[config.mk]
export PLATFORM = sky130hd
export DESIGN_NAME = sram_arbiter_flat
export DESIGN_NICKNAME = d
export VERILOG_FILES = /design/src/rtl/sram_arb_pkg.sv /design/src/rtl/sram_arbiter_if.sv /design/src/rtl/sram_rr_pick.sv /design/src/rtl/sram_arbiter.sv /design/src/flat_wrapper.sv
export SDC_FILE = /design/constraint.sdc
export NUM_CORES = 1
export LEC_CHECK = 0
export ABC_AREA = 1
export CORE_AREA = 2 2 98 100
export CTS_BUF_LIST = sky130_fd_sc_hd__clkbuf_16
export CTS_CLUSTER_DIAMETER = 40
export DETAILED_ROUTE_END_ITERATION = 10
export DIE_AREA = 0 0 100 102
export MAX_ROUTING_LAYER = met4
export PLACE_DENSITY = 0.76
export SKIP_LAST_GASP = 1
export SLEW_MARGIN = 25
export SYNTH_ARGS = -nofsm -noshare
export SYNTH_HDL_FRONTEND = slang
export SYNTH_SLANG_ARGS = --single-unit
[constraint.sdc]
create_clock -name clk_chipset -period 1.2 [get_ports clk_chipset]
set_input_delay 0.18 -clock clk_chipset [delete_from_list [all_inputs] [get_ports clk_chipset]]
set_output_delay 0.18 -clock clk_chipset [all_outputs]
set_load 0.01 [all_outputs]
[src/rtl/sram_arb_pkg.sv]
// Shared types and constants for the external SRAM sequencer/arbiter.
// Ports: video (fixed priority), CPU and DMA (round-robin between them).
package sram_arb_pkg;

    localparam int unsigned ADDR_W_DEF      = 21;
    localparam int unsigned DATA_W_DEF      = 8;
    localparam int unsigned WAIT_CYCLES_DEF = 2;
    localparam int unsigned NUM_PORTS       = 3;
    localparam int unsigned CNT_W           = 4;
    localparam int unsigned PORT_IDX_W      = 2;

    localparam int unsigned PORT_VID = 0;
    localparam int unsigned PORT_CPU = 1;
    localparam int unsigned PORT_DMA = 2;

    typedef enum logic [1:0] {
        ST_IDLE    = 2'd0,
        ST_ACCESS  = 2'd1,
        ST_RECOVER = 2'd2
    } state_t;

    typedef logic [PORT_IDX_W-1:0] port_idx_t;
    typedef logic [NUM_PORTS-1:0]  port_vec_t;

endpackage

[src/rtl/sram_arbiter_if.sv]
// Requester-side bundle for the three SRAM ports.
// The master modport is the requester, the slave modport is the arbiter.
interface sram_arbiter_if #(
    parameter int unsigned ADDR_W = 21,
    parameter int unsigned DATA_W = 8
);
    logic              p0_req;
    logic              p0_we;
    logic [ADDR_W-1:0] p0_addr;
    logic [DATA_W-1:0] p0_wdata;
    logic              p0_ack;
    logic [DATA_W-1:0] p0_rdata;

    logic              p1_req;
    logic              p1_we;
    logic [ADDR_W-1:0] p1_addr;
    logic [DATA_W-1:0] p1_wdata;
    logic              p1_ack;
    logic [DATA_W-1:0] p1_rdata;

    logic              p2_req;
    logic              p2_we;
    logic [ADDR_W-1:0] p2_addr;
    logic [DATA_W-1:0] p2_wdata;
    logic              p2_ack;
    logic [DATA_W-1:0] p2_rdata;

    modport master (
        output p0_req, p0_we, p0_addr, p0_wdata,
        output p1_req, p1_we, p1_addr, p1_wdata,
        output p2_req, p2_we, p2_addr, p2_wdata,
        input  p0_ack, p0_rdata, p1_ack, p1_rdata, p2_ack, p2_rdata
    );

    modport slave (
        input  p0_req, p0_we, p0_addr, p0_wdata,
        input  p1_req, p1_we, p1_addr, p1_wdata,
        input  p2_req, p2_we, p2_addr, p2_wdata,
        output p0_ack, p0_rdata, p1_ack, p1_rdata, p2_ack, p2_rdata
    );

endinterface

[src/rtl/sram_rr_pick.sv]
// Combinational grant selector: video port wins outright, CPU/DMA alternate
// on a tie based on which of them was served last.
module sram_rr_pick
    import sram_arb_pkg::*;
(
    input  port_vec_t req,
    input  port_idx_t rr_last,
    output port_vec_t gnt_c
);

    always_comb begin
        gnt_c = '0;
        if (req[PORT_VID]) begin
            gnt_c[PORT_VID] = 1'b1;
        end else if (req[PORT_CPU] && req[PORT_DMA]) begin
            if (rr_last == port_idx_t'(PORT_CPU)) begin
                gnt_c[PORT_DMA] = 1'b1;
            end else begin
                gnt_c[PORT_CPU] = 1'b1;
            end
        end else if (req[PORT_CPU]) begin
            gnt_c[PORT_CPU] = 1'b1;
        end else if (req[PORT_DMA]) begin
            gnt_c[PORT_DMA] = 1'b1;
        end
    end

endmodule

[src/rtl/sram_arbiter.sv]
// Three-port arbiter and control-pin sequencer for the asynchronous SRAM.
// Every access is IDLE -> ACCESS (WAIT_CYCLES clocks) -> RECOVER (1 clock).
module sram_arbiter
    import sram_arb_pkg::*;
#(
    parameter int unsigned ADDR_W      = ADDR_W_DEF,
    parameter int unsigned DATA_W      = DATA_W_DEF,
    parameter int unsigned WAIT_CYCLES = WAIT_CYCLES_DEF
) (
    input  logic              clk_chipset,
    input  logic              reset,
    sram_arbiter_if.slave     bus,
    output logic [ADDR_W-1:0] sram_addr,
    output logic [DATA_W-1:0] sram_data_o,
    input  logic [DATA_W-1:0] sram_data_i,
    output logic              sram_data_oe,
    output logic              sram_we_n,
    output logic              sram_oe_n
);

    state_t            state_q, state_d;
    logic [CNT_W-1:0]  cnt_q, cnt_d;
    port_vec_t         gnt_q, gnt_d;
    port_idx_t         rr_last_q, rr_last_d;
    logic              we_q, we_d;
    port_vec_t         ack_q, ack_d;
    logic [DATA_W-1:0] rdata_q [NUM_PORTS];
    logic [DATA_W-1:0] rdata_d [NUM_PORTS];

    logic [ADDR_W-1:0] addr_d;
    logic [DATA_W-1:0] wdata_d;
    logic              data_oe_d;
    logic              we_n_d;
    logic              oe_n_d;

    port_vec_t         req_c;
    port_vec_t         gnt_c;
    logic              sel_we_c;
    logic [ADDR_W-1:0] sel_addr_c;
    logic [DATA_W-1:0] sel_wdata_c;

    assign req_c = {bus.p2_req, bus.p1_req, bus.p0_req};

    sram_rr_pick u_pick (
        .req     (req_c),
        .rr_last (rr_last_q),
        .gnt_c   (gnt_c)
    );

    // Fields of the port that the selector just granted.
    always_comb begin
        sel_we_c    = bus.p0_we;
        sel_addr_c  = bus.p0_addr;
        sel_wdata_c = bus.p0_wdata;
        if (gnt_c[PORT_CPU]) begin
            sel_we_c    = bus.p1_we;
            sel_addr_c  = bus.p1_addr;
            sel_wdata_c = bus.p1_wdata;
        end else if (gnt_c[PORT_DMA]) begin
            sel_we_c    = bus.p2_we;
            sel_addr_c  = bus.p2_addr;
            sel_wdata_c = bus.p2_wdata;
        end
    end

    // Next-state and next-pin logic; every pin is registered from these.
    always_comb begin
        state_d   = state_q;
        cnt_d     = cnt_q;
        gnt_d     = gnt_q;
        rr_last_d = rr_last_q;
        we_d      = we_q;
        ack_d     = '0;
        rdata_d   = rdata_q;
        addr_d    = sram_addr;
        wdata_d   = sram_data_o;
        data_oe_d = sram_data_oe;
        we_n_d    = sram_we_n;
        oe_n_d    = sram_oe_n;

        case (state_q)
            ST_IDLE: begin
                data_oe_d = 1'b0;
                we_n_d    = 1'b1;
                oe_n_d    = 1'b1;
                if (gnt_c != '0) begin
                    gnt_d     = gnt_c;
                    we_d      = sel_we_c;
                    addr_d    = sel_addr_c;
                    wdata_d   = sel_wdata_c;
                    cnt_d     = CNT_W'(WAIT_CYCLES - 1);
                    data_oe_d = sel_we_c;
                    we_n_d    = ~sel_we_c;
                    oe_n_d    = sel_we_c;
                    state_d   = ST_ACCESS;
                end
            end

            ST_ACCESS: begin
                if (cnt_q == '0) begin
                    // Strobes release here; data_oe is held through RECOVER.
                    we_n_d = 1'b1;
                    oe_n_d = 1'b1;
                    ack_d  = gnt_q;
                    for (int unsigned i = 0; i < NUM_PORTS; i++) begin
                        if (gnt_q[i] && !we_q) begin
                            rdata_d[i] = sram_data_i;
                        end
                    end
                    state_d = ST_RECOVER;
                end else begin
                    cnt_d = cnt_q - CNT_W'(1);
                end
            end

            ST_RECOVER: begin
                if (gnt_q[PORT_CPU]) begin
                    rr_last_d = port_idx_t'(PORT_CPU);
                end else if (gnt_q[PORT_DMA]) begin
                    rr_last_d = port_idx_t'(PORT_DMA);
                end
                data_oe_d = 1'b0;
                state_d   = ST_IDLE;
            end

            default: begin
                state_d = ST_IDLE;
            end
        endcase
    end

    always_ff @(posedge clk_chipset) begin
        if (reset) begin
            state_q      <= ST_IDLE;
            cnt_q        <= '0;
            gnt_q        <= '0;
            rr_last_q    <= port_idx_t'(PORT_DMA);
            we_q         <= 1'b0;
            ack_q        <= '0;
            for (int unsigned i = 0; i < NUM_PORTS; i++) begin
                rdata_q[i] <= '0;
            end
            sram_addr    <= '0;
            sram_data_o  <= '0;
            sram_data_oe <= 1'b0;
            sram_we_n    <= 1'b1;
            sram_oe_n    <= 1'b1;
        end else begin
            state_q      <= state_d;
            cnt_q        <= cnt_d;
            gnt_q        <= gnt_d;
            rr_last_q    <= rr_last_d;
            we_q         <= we_d;
            ack_q        <= ack_d;
            for (int unsigned i = 0; i < NUM_PORTS; i++) begin
                rdata_q[i] <= rdata_d[i];
            end
            sram_addr    <= addr_d;
            sram_data_o  <= wdata_d;
            sram_data_oe <= data_oe_d;
            sram_we_n    <= we_n_d;
            sram_oe_n    <= oe_n_d;
        end
    end

    assign bus.p0_ack   = ack_q[PORT_VID];
    assign bus.p1_ack   = ack_q[PORT_CPU];
    assign bus.p2_ack   = ack_q[PORT_DMA];
    assign bus.p0_rdata = rdata_q[PORT_VID];
    assign bus.p1_rdata = rdata_q[PORT_CPU];
    assign bus.p2_rdata = rdata_q[PORT_DMA];

endmodule
[src/flat_wrapper.sv]
// flat-port wrapper written by rule: the top's interface ports become plain ports
module sram_arbiter_flat import sram_arb_pkg::*;
#(
    parameter int unsigned ADDR_W      = ADDR_W_DEF,
    parameter int unsigned DATA_W      = DATA_W_DEF,
    parameter int unsigned WAIT_CYCLES = WAIT_CYCLES_DEF
)
  (clk_chipset, reset, sram_addr, sram_data_o, sram_data_i, sram_data_oe, sram_we_n, sram_oe_n, bus_p0_req, bus_p0_we, bus_p0_addr, bus_p0_wdata, bus_p1_req, bus_p1_we, bus_p1_addr, bus_p1_wdata, bus_p2_req, bus_p2_we, bus_p2_addr, bus_p2_wdata, bus_p0_ack, bus_p0_rdata, bus_p1_ack, bus_p1_rdata, bus_p2_ack, bus_p2_rdata);
  sram_arbiter_if #(.ADDR_W(ADDR_W), .DATA_W(DATA_W)) bus_i ();
  input  logic clk_chipset;
  input  logic reset;
  output logic [ADDR_W-1:0] sram_addr;
  output logic [DATA_W-1:0] sram_data_o;
  input  logic [DATA_W-1:0] sram_data_i;
  output logic sram_data_oe;
  output logic sram_we_n;
  output logic sram_oe_n;
  input wire logic [$bits(bus_i.p0_req)-1:0] bus_p0_req;
  input wire logic [$bits(bus_i.p0_we)-1:0] bus_p0_we;
  input wire logic [$bits(bus_i.p0_addr)-1:0] bus_p0_addr;
  input wire logic [$bits(bus_i.p0_wdata)-1:0] bus_p0_wdata;
  input wire logic [$bits(bus_i.p1_req)-1:0] bus_p1_req;
  input wire logic [$bits(bus_i.p1_we)-1:0] bus_p1_we;
  input wire logic [$bits(bus_i.p1_addr)-1:0] bus_p1_addr;
  input wire logic [$bits(bus_i.p1_wdata)-1:0] bus_p1_wdata;
  input wire logic [$bits(bus_i.p2_req)-1:0] bus_p2_req;
  input wire logic [$bits(bus_i.p2_we)-1:0] bus_p2_we;
  input wire logic [$bits(bus_i.p2_addr)-1:0] bus_p2_addr;
  input wire logic [$bits(bus_i.p2_wdata)-1:0] bus_p2_wdata;
  output wire logic [$bits(bus_i.p0_ack)-1:0] bus_p0_ack;
  output wire logic [$bits(bus_i.p0_rdata)-1:0] bus_p0_rdata;
  output wire logic [$bits(bus_i.p1_ack)-1:0] bus_p1_ack;
  output wire logic [$bits(bus_i.p1_rdata)-1:0] bus_p1_rdata;
  output wire logic [$bits(bus_i.p2_ack)-1:0] bus_p2_ack;
  output wire logic [$bits(bus_i.p2_rdata)-1:0] bus_p2_rdata;
  assign bus_i.p0_req = bus_p0_req;
  assign bus_i.p0_we = bus_p0_we;
  assign bus_i.p0_addr = bus_p0_addr;
  assign bus_i.p0_wdata = bus_p0_wdata;
  assign bus_i.p1_req = bus_p1_req;
  assign bus_i.p1_we = bus_p1_we;
  assign bus_i.p1_addr = bus_p1_addr;
  assign bus_i.p1_wdata = bus_p1_wdata;
  assign bus_i.p2_req = bus_p2_req;
  assign bus_i.p2_we = bus_p2_we;
  assign bus_i.p2_addr = bus_p2_addr;
  assign bus_i.p2_wdata = bus_p2_wdata;
  assign bus_p0_ack = bus_i.p0_ack;
  assign bus_p0_rdata = bus_i.p0_rdata;
  assign bus_p1_ack = bus_i.p1_ack;
  assign bus_p1_rdata = bus_i.p1_rdata;
  assign bus_p2_ack = bus_i.p2_ack;
  assign bus_p2_rdata = bus_i.p2_rdata;
  sram_arbiter #(.ADDR_W(ADDR_W), .DATA_W(DATA_W), .WAIT_CYCLES(WAIT_CYCLES)) u_core (.clk_chipset(clk_chipset), .reset(reset), .bus(bus_i), .sram_addr(sram_addr), .sram_data_o(sram_data_o), .sram_data_i(sram_data_i), .sram_data_oe(sram_data_oe), .sram_we_n(sram_we_n), .sram_oe_n(sram_oe_n));
endmodule
Yosys cells after proc, flatten, opt, wreduce, memory -nomap -nowiden. Index checks and enable logic that the tools add are counted. W data, S select, Z words.

Flip-flop bits (word level): 71. Bits in latches: 0. Memory bits (writable): 0. Bits in read-only memories: 0. Word-level logic and storage cells: 73. Memories kept: 0.

$add $sub $neg: 1. $mul: 0. Divide/modulo/power cells: 0. Magnitude comparators: 0. Eq/ne operators: 6. Shift operators: 0. Mux-type cells: 29. Bitwise logic cells: 3. Reduce and logical (&&, ||, !) cells: 20.

Operators with widths (number): $mux W21 (2); $mux W8 (2); $mux W1 (12); $mux W2 (6); $reduce_and A3 Y1 (4); $mux W4 (2); $pmux W4 S2 (1); $reduce_and A2 Y1 (4); $pmux W1 S2 (3); $reduce_bool A2 Y1 (3); $eq A2 B1 Y1 const B (2); $logic_and A1 B1 Y1 (4); $logic_not A4 Y1 (1); $ne A2 B1 Y1 const B (2); $pmux W2 S2 (1); $sub A4 B1 Y4 const B (1); $not A1 Y1 (3); $reduce_bool A3 Y1 (1); $reduce_or A3 Y1 (1); $eq A2 B2 Y1 const B (1); $logic_not A2 Y1 (1); $ne A2 B2 Y1 const B (1); $logic_not A1 Y1 (1).

Depth between registers and ports, before layout.
Word-level depth: 9. Gate-level depth with buffers: 9. Mapped depth without buffers: 9.

Modules after synthesis. Synthesis repeated with hierarchy kept, for this count alone.

Cells, all modules: 436. Area, all modules: 3214.3 µm².

By module, submodules not included: sram_arbiter (instances 1, cells an instance 425, area each 3164.3 µm², seq. area each 1421.4 µm²); sram_rr_pick (instances 1, cells an instance 11, area each 50.0 µm², seq. area each 0.0 µm²).

Worst setup path before layout. No wires, ideal clock.

Path type: register to register. Start point: register u_core.cnt_q[0]. End point: register u_core.cnt_q[3]. Arrival: 1.237 ns. Path slack: -0.153 ns. Stages on the path, launching flop included: 9. Path buffers: 0. Clock period less this slack: 1.353 ns. Cell sequence: dfxtp_1 inv_1 ha_1 nand3_1 nand2_1 nand2_1 nand2_1 o21ai_0 nor2_1.

Cells in the longest elaborated chain, start to end: 3.

Ends and longest elaborated chain: from (decl) (line sram_arbiter.sv:22) `logic [CNT_W-1:0] cnt_q, cnt_d;`; from (signal assigned) (line sram_arbiter.sv:150) `cnt_q <= cnt_d;`; $sub A4 B1 Y4 / $logic_not A4 Y1 (equally long branches) (line sram_arbiter.sv:112, sram_arbiter.sv:100); $mux W4 / $ne A2 B2 Y1 (equally long branches); $pmux W4 S2 / $reduce_and A3 Y1 (equally long branches).

Several ways; a longest one is shown, not always the timed one. The select of a mux whose other input is x is not followed. A chain may end at the register's enable or synchronous reset.

Worst setup path after layout.
Start point: register u_core.rr_last_q[1]. End point: register u_core.sram_oe_n.

Cells in the longest elaborated chain, start to end: 8.

Ends and longest elaborated chain: from (decl) (line sram_arbiter.sv:24) `port_idx_t rr_last_q, rr_last_d;`; from (signal assigned) (line sram_arbiter.sv:137) `rr_last_q <= port_idx_t'(PORT_DMA);`; from (signal assigned) (line sram_arbiter.sv:152) `rr_last_q <= rr_last_d;`; $eq A2 B1 Y1 * (line sram_rr_pick.sv:16) `if (rr_last == port_idx_t'(PORT_CPU)) begin`; $mux W1 (line sram_rr_pick.sv:16); $mux W2 * (line sram_rr_pick.sv:15) `end else if (req[PORT_CPU] && req[PORT_DMA]) begin`; $mux W2 * (line sram_rr_pick.sv:13) `if (req[PORT_VID]) begin`; $mux W1 (line sram_arbiter.sv:59) `end else if (gnt_c[PORT_DMA]) begin`; $mux W1 (line sram_arbiter.sv:55) `if (gnt_c[PORT_CPU]) begin`; $mux W1 * (line sram_arbiter.sv:86) `if (gnt_c != '0) begin`; $pmux W1 S2 * (line sram_arbiter.sv:81) `case (state_q)`; to (signal assigned) (line sram_arbiter.sv:162) `sram_oe_n <= oe_n_d;`; to (decl) (line sram_arbiter.sv:18) `output logic sram_oe_n`.

Mark *: on every way between the ends. The rest lies on a longest branch, timed or not.

==> impl_metrics.toml <==
[route]
vias = 4413
dr_wl_met2_um = 7155
top_layer_used = "met4"
route.met3.wl_um = 1205
wirelength_met1_um = 5190
route.detailed.drc = 0
routed_wl_um = 14350
vias_per_cell = 5.523
ant_nets = 0
drt-initial-drc-count = 207
first_pass_iters = 5
wl_per_cell_um = 17.95

[hold_path]
hold_path_class = "input pin to flip-flop"

[yosys]
yosysSeqAreaShare = 0.4290
synth_top_family_by_area = "simple AND/OR/NAND/NOR gates"
synth-seq-cells = 71
synth.avg_cell_area_sq_um = 7.005
synth_nets = 578
yosys_warnings = 0
synth_compound_area_frac = 0.1635
synth_cells = 473
yosys.area_share.simple = 0.3236
synth-xor-area-share = 0
synthAdderAreaFrac = 0.007553
ys_types = 28
synth_mux_area_frac = 0
synthesis.area_sq_um = 3313

[cts]
cts_inserted_buffers = 9
cts_tree = "done"
cts_root_buffer = "clkbuf_16"
cts_hold_buf = 0
clk_latency_ns = 0.34
htreeDepth = 3
cts_buffer_depth = 2
clk_pin_slew_worst_paths_ns = 0.06
cts.sinks = 71

[final_layout]
final_util = 0.7170
multiInputGateArea_sq_um = 2193
layout.cells.non_filler = 799
final-seq-area_sq_um = 1434
drive_gt1_frac = 0.3038
area_growth_pct = 97.13
n_antenna_cell = 0
final_area_sq_um = 6531
layout.nets = 788
fill_cells = 634

[timing]
clock.fmax_ghz = 0.7120
min_period_ns = 1.405
worst_slack_ns = -0.2046
skew_ns = 0.01235
drv_slew = 0
slew_headroom = 0.7021
rsz0062_at_grt = "yes"
timing.final.crit_share = 1.170
worstMarginPinSlew_ns = 0.4463
setup_viol = 66
hold_viol_final = 0
worst_hold_slack_ns = 0.4334

[job]
max_cap_violations = 0

[floorplan]
die_w_um = 100
dieArea_sq_um = 10200
die_h_um = 102
core.rowCount = 35
io_pins = 162
coreArea_sq_um = 9109
initial_core_util = 0.3637

[setup_path]
worstPathRequired_ns = 1.43
endpoint_kind = "flip-flop"
critPathKind = "flip-flop to flip-flop"
max_stage_delay_ns = 0.35
worst_path_max_delay_cell = "dfxtp_2"
crit_buf_inv = 3
start_kind = "flip-flop"
critPathTopFamily = "simple AND/OR/NAND/NOR gates"
crit_arrival_ns = 1.64
worstPathCellList = "inv_2 -> nand2_2 -> nand2_4 -> buf_12 -> nand2_8 -> buf_12 -> nand2_4 -> nand3_2 -> nand3_2 -> nand2_1 -> nand2_1"
path_max_fanout = 7

[grt]
grt_pass1_vias = 4248
overflow = 0
grt_use_total = 0.2642
grt_pass1_wl_um = 20290
grt_max_degree = 32
antenna_found_initial = 0

[pwr]
ir_drop_uv = 754.4
p_leak_nw = 2.862
power.density_nw_per_um2 = 1272

[placed_design]
place.port_buffers = 161
place_ws_ns = -0.4843
globalplace.congestion = 0.8733
place_inst = 751
placed_area_sq_um = 5290
post-dp-hpwl_um = 8036

[outcome]
violations = "negative setup slack"
status = "complete, but fails checks"
cells in the mapped netlist:
library cell,count,share of area
nor3_1,3,0.0045
nand4_1,1,0.0019
o21ai_0,37,0.056
nand3_1,56,0.085
nand2_1,99,0.11
ha_1,2,0.0076
nor2_2,4,0.0076
buf_2,16,0.024
inv_1,24,0.027
nor2_8,1,0.0060
nor2_4,3,0.010
nor2_1,65,0.074
or2_1,1,0.0019
dfxtp_1,71,0.43
buf_4,4,0.0091
nand2_2,1,0.0019
inv_2,5,0.0057
o22ai_1,2,0.0038
clkinv_2,3,0.0045
a21oi_1,40,0.060
o21ai_1,22,0.033
o31ai_1,1,0.0023
a211oi_2,1,0.0038
nand3_4,3,0.016
nand2_4,1,0.0034
clkbuf_1,5,0.0057
a31oi_1,1,0.0019
o211ai_1,1,0.0023
per-layer routing:
metal  vias to the layer above  track usage
met2                       284       0.4673
met5                         -            -
met1                      2060       0.2771
met4                         0       0.1380
met3                        72      0.05814
li1                       1997            -
state kept, by name, indices dropped and copies added, names as in the netlist:
| register | count |
|---|---|
| u_core.sram_addr | 21 |
| u_core.bus.p0_rdata | 8 |
| u_core.bus.p1_rdata | 8 |
| u_core.bus.p2_rdata | 8 |
| u_core.sram_data_o | 8 |
| u_core.cnt_q | 4 |
| u_core.ack_q | 3 |
| u_core.gnt_q | 3 |
| u_core.rr_last_q | 2 |
| u_core.state_q | 2 |
| u_core.sram_data_oe | 1 |
| u_core.sram_oe_n | 1 |
| u_core.sram_we_n | 1 |
| u_core.we_q | 1 |
cell families after synthesis:
| group | after synthesis |
|---|---|
| AO/OA/AOI/OAI | 105 |
| adder cells (fa/ha/maj) | 2 |
| buffers and inverters | 57 |
| flip-flops | 71 |
| AND/OR/NAND/NOR | 238 |
metrics by stage:
step	TNS, ns	power, mW
floorplan	-0.001618	3.820
global placement	-19.18	4.946
detailed placement	-20.12	4.999
CTS	-4.119	7.939
global route	-11.05	8.610
finish	-7.555	8.306
worst paths after layout:
path / from / end / slack [ns] / cells after the start
max: u_core.rr_last_q[1]$_SDFFE_PP1P_ / u_core.sram_oe_n$_SDFFE_PP1P_ / -0.20 / 11
min: bus_p1_addr[9] / u_core.sram_addr[9]$_SDFFE_PP0P_ / 0.43 / 3
max reg2reg: u_core.rr_last_q[1]$_SDFFE_PP1P_ / u_core.sram_oe_n$_SDFFE_PP1P_ / -0.20 / 11
min reg2reg: u_core.sram_addr[7]$_SDFFE_PP0P_ / u_core.sram_addr[7]$_SDFFE_PP0P_ / 0.45 / 2
final cells by class:
class                   instances  share of cell area
flip-flops and latches         71              0.2195
repair buffers                221              0.3565
clock buffers                   9             0.03448
well taps                     111             0.02126
inverters                      32             0.02222
clock inverters                 7             0.01015
multi-input cells             348              0.3358
layout by cell type (no fill, tap or decap), types with 2 or more instances in the layout:
cell type,instances
nor2_2,9
nor2_1,55
nor3_2,2
nand2_4,10
a21oi_2,21
inv_2,11
inv_1,17
inv_4,2
dfxtp_2,4
clkinv_4,5
clkdlybuf4s50_1,99
nand2_1,69
buf_16,7
clkbuf_16,10
nor2_4,8
o21ai_1,37
nand3_2,12
dfxtp_1,65
nand3_4,6
o21ai_0,9
nand2_8,3
ha_4,2
o21ai_2,13
dlygate4sd2_1,61
nand3_1,44
nand2_2,19
buf_6,6
dfxtp_4,2
a21oi_1,17
buf_4,34
a21oi_4,2
buf_12,11
power by group:
part / switching (mW) / internal (mW) / total, mW
Sequential: 0.173 / 2.62 / 2.79
Clock: 1.06 / 1.59 / 2.66
Combinational: 1.46 / 1.39 / 2.86
Total: 2.70 / 5.61 / 8.31
tightest hold or removal path, stage by stage:
cell,delay (ns)
clkdlybuf4s50_1,0.41
nand2_1,0.07
nand3_1,0.06
timing repair:
action | in CTS | in global routing
cloned | 9 | 4
endpoints found under the setup margin | 126 | 69
buffers inserted | 16 | 3
pin swaps | 26 | 50
gates resized for setup | 151 | 72
No activity file was read; power rests on OpenSTA's default activity.
